**src/rtl/organ_pkg.sv**
```systemverilog
// Shared organ constants and key vector type, used by the debouncer and the display stage.
// Latency: n/a (declarations only).
// Backpressure: n/a.
package organ_pkg;
    localparam int N_KEYS           = 7;
    localparam int TICK_DIV_DEF     = 50000;
    localparam int STABLE_TICKS_DEF = 10;

    typedef logic [N_KEYS-1:0] key_vec_t;
endpackage

```
**src/rtl/key_debounce_cell.sv**
```systemverilog
// One-key debouncer: 2-FF synchroniser plus tick-sampled stability counter.
// Latency: 2 sync cycles, then STABLE_TICKS mismatching ticks before level flips.
// Backpressure: none; free-running.
module key_debounce_cell #(
    parameter int STABLE_TICKS = organ_pkg::STABLE_TICKS_DEF
) (
    input  logic clk,
    input  logic rst_n,
    input  logic tick,
    input  logic raw,
    output logic level
);
    localparam int CW = $clog2(STABLE_TICKS + 1);

    logic          sync_1;
    logic          key_sync;
    logic [CW-1:0] cnt;

    // cnt == 0 is the STABLE state; any non-zero count means a candidate level is being timed.
    always_ff @(posedge clk or negedge rst_n) begin
        if (!rst_n) begin
            sync_1   <= 1'b0;
            key_sync <= 1'b0;
            level    <= 1'b0;
            cnt      <= '0;
        end else begin
            sync_1   <= raw;
            key_sync <= sync_1;
            if (tick) begin
                if (key_sync == level) begin
                    cnt <= '0;
                end else if (cnt == CW'(STABLE_TICKS - 1)) begin
                    level <= key_sync;
                    cnt   <= '0;
                end else begin
                    cnt <= cnt + CW'(1);
                end
            end
        end
    end
endmodule

```
**src/rtl/key_debounce.sv**
```systemverilog
// Debounces the organ keys and registers level, lowest-key one-hot, press pulses and any-key.
// Latency: raw edge to outputs 2 sync + up to STABLE_TICKS*TICK_DIV + 2 register cycles.
// Backpressure: none; outputs are plain registered levels and one-cycle pulses.
module key_debounce #(
    parameter int N_KEYS       = organ_pkg::N_KEYS,
    parameter int TICK_DIV     = organ_pkg::TICK_DIV_DEF,
    parameter int STABLE_TICKS = organ_pkg::STABLE_TICKS_DEF
) (
    input  logic              clk,
    input  logic              rst_n,
    input  logic [N_KEYS-1:0] key_raw,
    output logic [N_KEYS-1:0] key_level,
    output logic [N_KEYS-1:0] key,
    output logic [N_KEYS-1:0] press,
    output logic              any_key
);
    localparam int TW = $clog2(TICK_DIV);

    logic [TW-1:0]     tick_cnt;
    logic              tick;
    logic [N_KEYS-1:0] level;
    logic [N_KEYS-1:0] lowest;

    assign tick = (tick_cnt == TW'(TICK_DIV - 1));

    always_ff @(posedge clk or negedge rst_n) begin
        if (!rst_n) begin
            tick_cnt <= '0;
        end else if (tick) begin
            tick_cnt <= '0;
        end else begin
            tick_cnt <= tick_cnt + TW'(1);
        end
    end

    for (genvar g = 0; g < N_KEYS; g++) begin : g_cell
        key_debounce_cell #(
            .STABLE_TICKS(STABLE_TICKS)
        ) u_cell (
            .clk  (clk),
            .rst_n(rst_n),
            .tick (tick),
            .raw  (key_raw[g]),
            .level(level[g])
        );
    end

    // Two's-complement trick isolates the lowest set bit.
    assign lowest = level & (~level + N_KEYS'(1));

    always_ff @(posedge clk or negedge rst_n) begin
        if (!rst_n) begin
            key_level <= '0;
            key       <= '0;
            press     <= '0;
            any_key   <= 1'b0;
        end else begin
            key_level <= level;
            key       <= lowest;
            press     <= level & ~key_level;
            any_key   <= |level;
        end
    end
endmodule

```
**config.mk**
```make
export PLATFORM = sky130hd
export DESIGN_NAME = key_debounce
export DESIGN_NICKNAME = d
export VERILOG_FILES = /design/src/rtl/organ_pkg.sv /design/src/rtl/key_debounce_cell.sv /design/src/rtl/key_debounce.sv
export SDC_FILE = /design/constraint.sdc
export NUM_CORES = 1
export LEC_CHECK = 0
export ABC_AREA = 1
export CAP_MARGIN = 20
export CORE_ASPECT_RATIO = 0.7
export CORE_MARGIN = 2
export CORE_UTILIZATION = 50
export DETAILED_ROUTE_END_ITERATION = 8
export PLACE_DENSITY = 0.74
export SKIP_LAST_GASP = 1
export SYNTH_ARGS = -nofsm -noshare
export SYNTH_HDL_FRONTEND = slang
export SYNTH_HIERARCHICAL = 1
export SYNTH_SLANG_ARGS = --single-unit
export TNS_END_PERCENT = 1
```
**constraint.sdc**
```tcl
create_clock -name clk -period 3.6 [get_ports clk]
set_input_delay 0.54 -clock clk [delete_from_list [all_inputs] [get_ports clk]]
set_output_delay 0.54 -clock clk [all_outputs]
set_load 0.01 [all_outputs]
```
# Yosys cells after proc, flatten, opt, wreduce, memory -nomap -nowiden
# Cells that the tools add are included.
[word_totals]
regBits = 87
input_bits = 9
output_inout_bits = 22
word_cells = 91
[classes]
add_sub_neg = 9
eq_ne = 15
n_mux = 15
n_bitwise = 11
reduce_logical = 8
[op_table]
columns = ["operator", "n"]
rows = [
  ["2-to-1 mux 4 bit", 14],
  ["adder 4 x 1 -> 4 bit, second input constant", 7],
  ["== test 4 bit, second input constant", 7],
  ["AND reduction 3 bit", 7],
  ["adder 16 x 1 -> 16 bit, second input constant", 1],
  ["== test 16 bit, second input constant", 1],
  ["2-to-1 mux 16 bit", 1],
  ["bitwise AND 7 bit", 2],
  ["inverter 7 bit", 2],
  ["adder 7 x 1 -> 7 bit, second input constant", 1],
  ["== test 1 bit", 7],
  ["inverter 1 bit", 7],
  ["OR reduction 7 bit", 1],
]

# Logic depth before layout (Yosys ltp)
[logic_depth]
word_depth = 3
depth_mapped = 10
ltp_nobuf = 10

# Hierarchy
# Netlist, hierarchy kept.
[by_module_without_submodules]
columns = ["mod", "n_inst", "cells_each", "area_each_um2", "seq_area_each_um2"]
rows = [
  ["key_debounce_cell", 7, 41, 329.1, 175.2],
  ["key_debounce", 1, 172, 1574.0, 925.9],
]

# Worst setup path after synthesis
# OpenSTA, ideal clock, no wires.
[synth_path]
path_type = "reg2reg"
from = "reg tick_cnt[0]"
to = "reg g_cell[0].u_cell.cnt[3]"
setup_ns = 0.076
t_arrival_ns = 1.641
required_ns = 3.524
slack_ns = 1.882
path_stages_with_launch = 10
n_path_buf = 0
period_less_slack_ns = 1.718
path_cell_list = "dfrtp_1 -> ha_1 -> nand3_2 -> nor2_1 -> nand2_1 -> inv_2 -> nand2_1 -> nor2_2 -> nand2_1 -> o21ai_1"
[synth_between]
elab_chain_len = 1
[synth_lines]
columns = ["item", "line_no", "rtl"]
rows = [
  ["start, declared", "key_debounce.sv:19", "logic [TW-1:0] tick_cnt;"],
  ["start signal, assigned", "key_debounce.sv:32", "tick_cnt <= tick_cnt + TW'(1);"],
  ["== test 16 bit", "key_debounce.sv:24", "assign tick = (tick_cnt == TW'(TICK_DIV - 1));"],
  ["via tick", "key_debounce.sv:20", "logic tick;"],
  ["end signal, assigned", "key_debounce_cell.sv:36", "cnt <= cnt + CW'(1);"],
  ["end, declared", "key_debounce_cell.sv:17", "logic [CW-1:0] cnt;"],
]
# The timed path passes the listed nets, and every way through them passes these cells.
# A chain may end at the register's enable or synchronous reset.

# Final worst setup path
[layout_path]
from = "reg tick_cnt[0]"
to = "reg g_cell[0].u_cell.cnt[1]"
# The elaborated chain is that of the path after synthesis.

==> key figures <==
STA
  – Final hold violations: 0
  – Max-slew headroom: 0.556
  – Tcrit/Tclk final: 0.577
  – # setup viols final: 0
  – Post-layout min period: 2.08 ns
  – Worst hold slack: 0.198 ns
  – Max-slew violation count: 0
  – RSZ-0062 raised after global routing: no
  – Layout Skew: 0.0107 ns
  – Peak Freq: 0.481 GHz
  – Final TNS setup: 0 ns
  – Worst Max-Slew Pin Slew: 0.665 ns
  – Worst setup margin: 1.52 ns

Drt
  – DRC violations left: 0
  – Drt pass-1 iters: 7
  – Iteration-0 DRC count of the detailed router: 190
  – Wire per inst: 11.6 microns
  – Number of nets with antenna violations after routing: 0
  – Final wirelength: 6.99 mm
  – Vias per inst: 4.91
  – DR vias: 2968

Floorplan
  – Die footprint: 8490 sq um
  – Rows: 26
  – Core area: 7420 sq um
  – Die span in x: 109 microns
  – Die height: 77.7 microns
  – I/O Pins: 31
  – Initial Utilization: 0.523

Clocking
  – Worst-path clk slew: 0.08 ns
  – Clock buffer count from CTS: 9
  – Worst skew pair latency: 0.36 ns
  – Clock buffer depth: 2
  – Resized cells post-CTS: 0
  – CTS tree: done
  – Hold_buf cts: 0
  – H-tree depth: 3
  – Clk sinks: 86
  – Post-CTS Setup Bufs: 0
  – Root Buffer: clkbuf_8

Global routing
  – Congestion Overflow GR: 0
  – Largest net degree at the start of global routing: 55
  – Initial antenna violation count: 0
  – Vias in the first global route: 2738
  – First-pass GRT wire length: 12.3 mm
  – Overall routing resource usage: 0.187

Synth
  – #FFs+latches synth: 86
  – Top cells by area, synth: dfrtp_1 (56%), nand2_1 (11%), inv_1 (5.8%), nor2_1 (5.3%), nand4_1 (3.2%)
  – Sequential area share after synthesis: 0.555
  – Total of warnings raised by yosys: 6
  – Yosys cell types: 23
  – Mapped Nets: 469
  – Syn avg cell area: 8.45 sq um
  – Mapped Area: 3880 sq um
  – Cell taking the most area after synthesis: dfrtp_1
  – Cells after synthesis: 459
  – Area fraction of the dominant cell type after synthesis: 0.555

Layout
  – Most common cell after layout, fill and taps aside: nand2_1
  – Layout cells sized above 1: 0.144
  – Diode count: 0
  – Design Area, Final: 4530 sq um
  – Register area: 2150 sq um
  – Most frequent cells in the layout: nand2_1 (111), dfrtp_1 (86), inv_1 (60), nor2_1 (55), clkdlybuf4s50_1 (29)
  – Area delta synth->final: 16.7%
  – Area of the multi-input gates: 1450 sq um
  – Final nets: 511
  – Fillers: 636

Setup path
  – CP Launch Type: flop
  – Data arrival, critical path: 2.36 ns
  – Kind of end point of the critical path: flop
  – Crit path max fanout: 39
  – Req. time, crit path: 3.88 ns
  – Critical path class: flop to flop

Pwr
  – Total Power: 1.75 mW
  – Pleak: 2.12 nW
  – Maximum vdd ir drop: 311 uV
  – Pwr Density: 387 nW/um^2

Placement
  – Port Buffers: 30
  – GPL Wtd Cong: 0.908
  – DP HPWL: 4.96 mm
  – DP Worst Slack: 1.54 ns
  – Placed Instance Area: 4310 sq um

Outcome
  – Status: finished, final reports clean

Worst hold path
  – Hold Crit Class: primary input to async pin

Flow run
  – Max_cap viols: 0
metrics by stage:
step | cells | util
floorplan | 459 | -
global placement | 588 | 0.580
detailed placement | 588 | 0.580
CTS | 604 | 0.610
global route | 604 | 0.610
finish | 604 | 0.610
synth_stat cells:
cell and number:
o21ai_0 14, nor3_1 3, o21bai_2 1, xor2_1 5, nand4_1 20, a21oi_1 8, nand2_1 111, ha_1 1
nor2_4 2, nor2b_1 1, nor2_1 55, nand2_2 13, nor2_2 19, inv_2 11, nand3_2 2, buf_4 1
nor4_1 1, dfrtp_1 86, inv_1 60, o21ai_1 16, xnor2_1 1, nand3_1 21, o21ai_2 7
cell type report:
class | instances | share of cell area
sequential | 86 | 0.475
inverter | 71 | 0.0589
timing repair buffer | 32 | 0.0691
clock buffer | 10 | 0.0282
tap | 98 | 0.0271
multi-input combinational | 301 | 0.321
clock inverter | 6 | 0.0207
report_power, final:
group          total, mW  internal [mW]  switching, mW
registers          0.977          0.973        0.00413
clock network      0.744          0.396          0.349
logic             0.0298        0.00937         0.0205
total               1.75           1.38          0.373
path summary, 6_finish.rpt:
kind | endpoint | slack, ns | depth (start not counted) | startpoint
max in group asynchronous | g_cell[4].u_cell/cnt[3] | 2.85 | 2 | rst_n
setup / recovery | g_cell[0].u_cell/cnt[1] | 1.52 | 9 | tick_cnt[0]
hold / removal | tick_cnt[0] | 0.20 | 2 | rst_n
hold reg to reg | g_cell[3].u_cell/key_sync | 0.36 | 0 | g_cell[3].u_cell/sync_1
setup reg to reg | g_cell[0].u_cell/cnt[1] | 1.52 | 9 | tick_cnt[0]
min in group clk | g_cell[3].u_cell/key_sync | 0.36 | 0 | g_cell[3].u_cell/sync_1
per-layer routing:
layer | part of all wire | wire length (microns) | global-route usage | vias to the layer above
li1 | - | - | - | 1533
met1 | 0.51 | 3540 | 0.256 | 1370
met2 | 0.45 | 3110 | 0.278 | 61
met3 | 0.045 | 312 | 0.0798 | 4
met4 | 0.0030 | 21 | 0.0392 | 0
met5 | 0 | 0 | 0 | -
critical path, cell delays in order, from the launching register on:
cell and delay [ns]:
dfrtp_1 0.41, ha_1 0.21, nand3_2 0.15, nor2_1 0.14, nand2_1 0.10, inv_2 0.46, nand2_1 0.14, nor2_2 0.17
inv_1 0.06, o21ai_1 0.14
sequential cells by signal, summed over array words and instances, names as in the netlist:
register / cells
g_cell.u_cell/key_sync: 7
press: 7
tick_cnt: 16
key_level: 7
key: 6
g_cell.u_cell/cnt: 28
g_cell.u_cell/level: 7
any_key: 1
g_cell.u_cell/sync_1: 7
cell families after synthesis:
kind of cell | synth area share
buf+inv | 0.0707
fa+ha+maj | 0.00323
xor+xnor | 0.0136
simple gates | 0.290
flops | 0.555
compound gates | 0.0678
(Power assumes the default switching activity.)
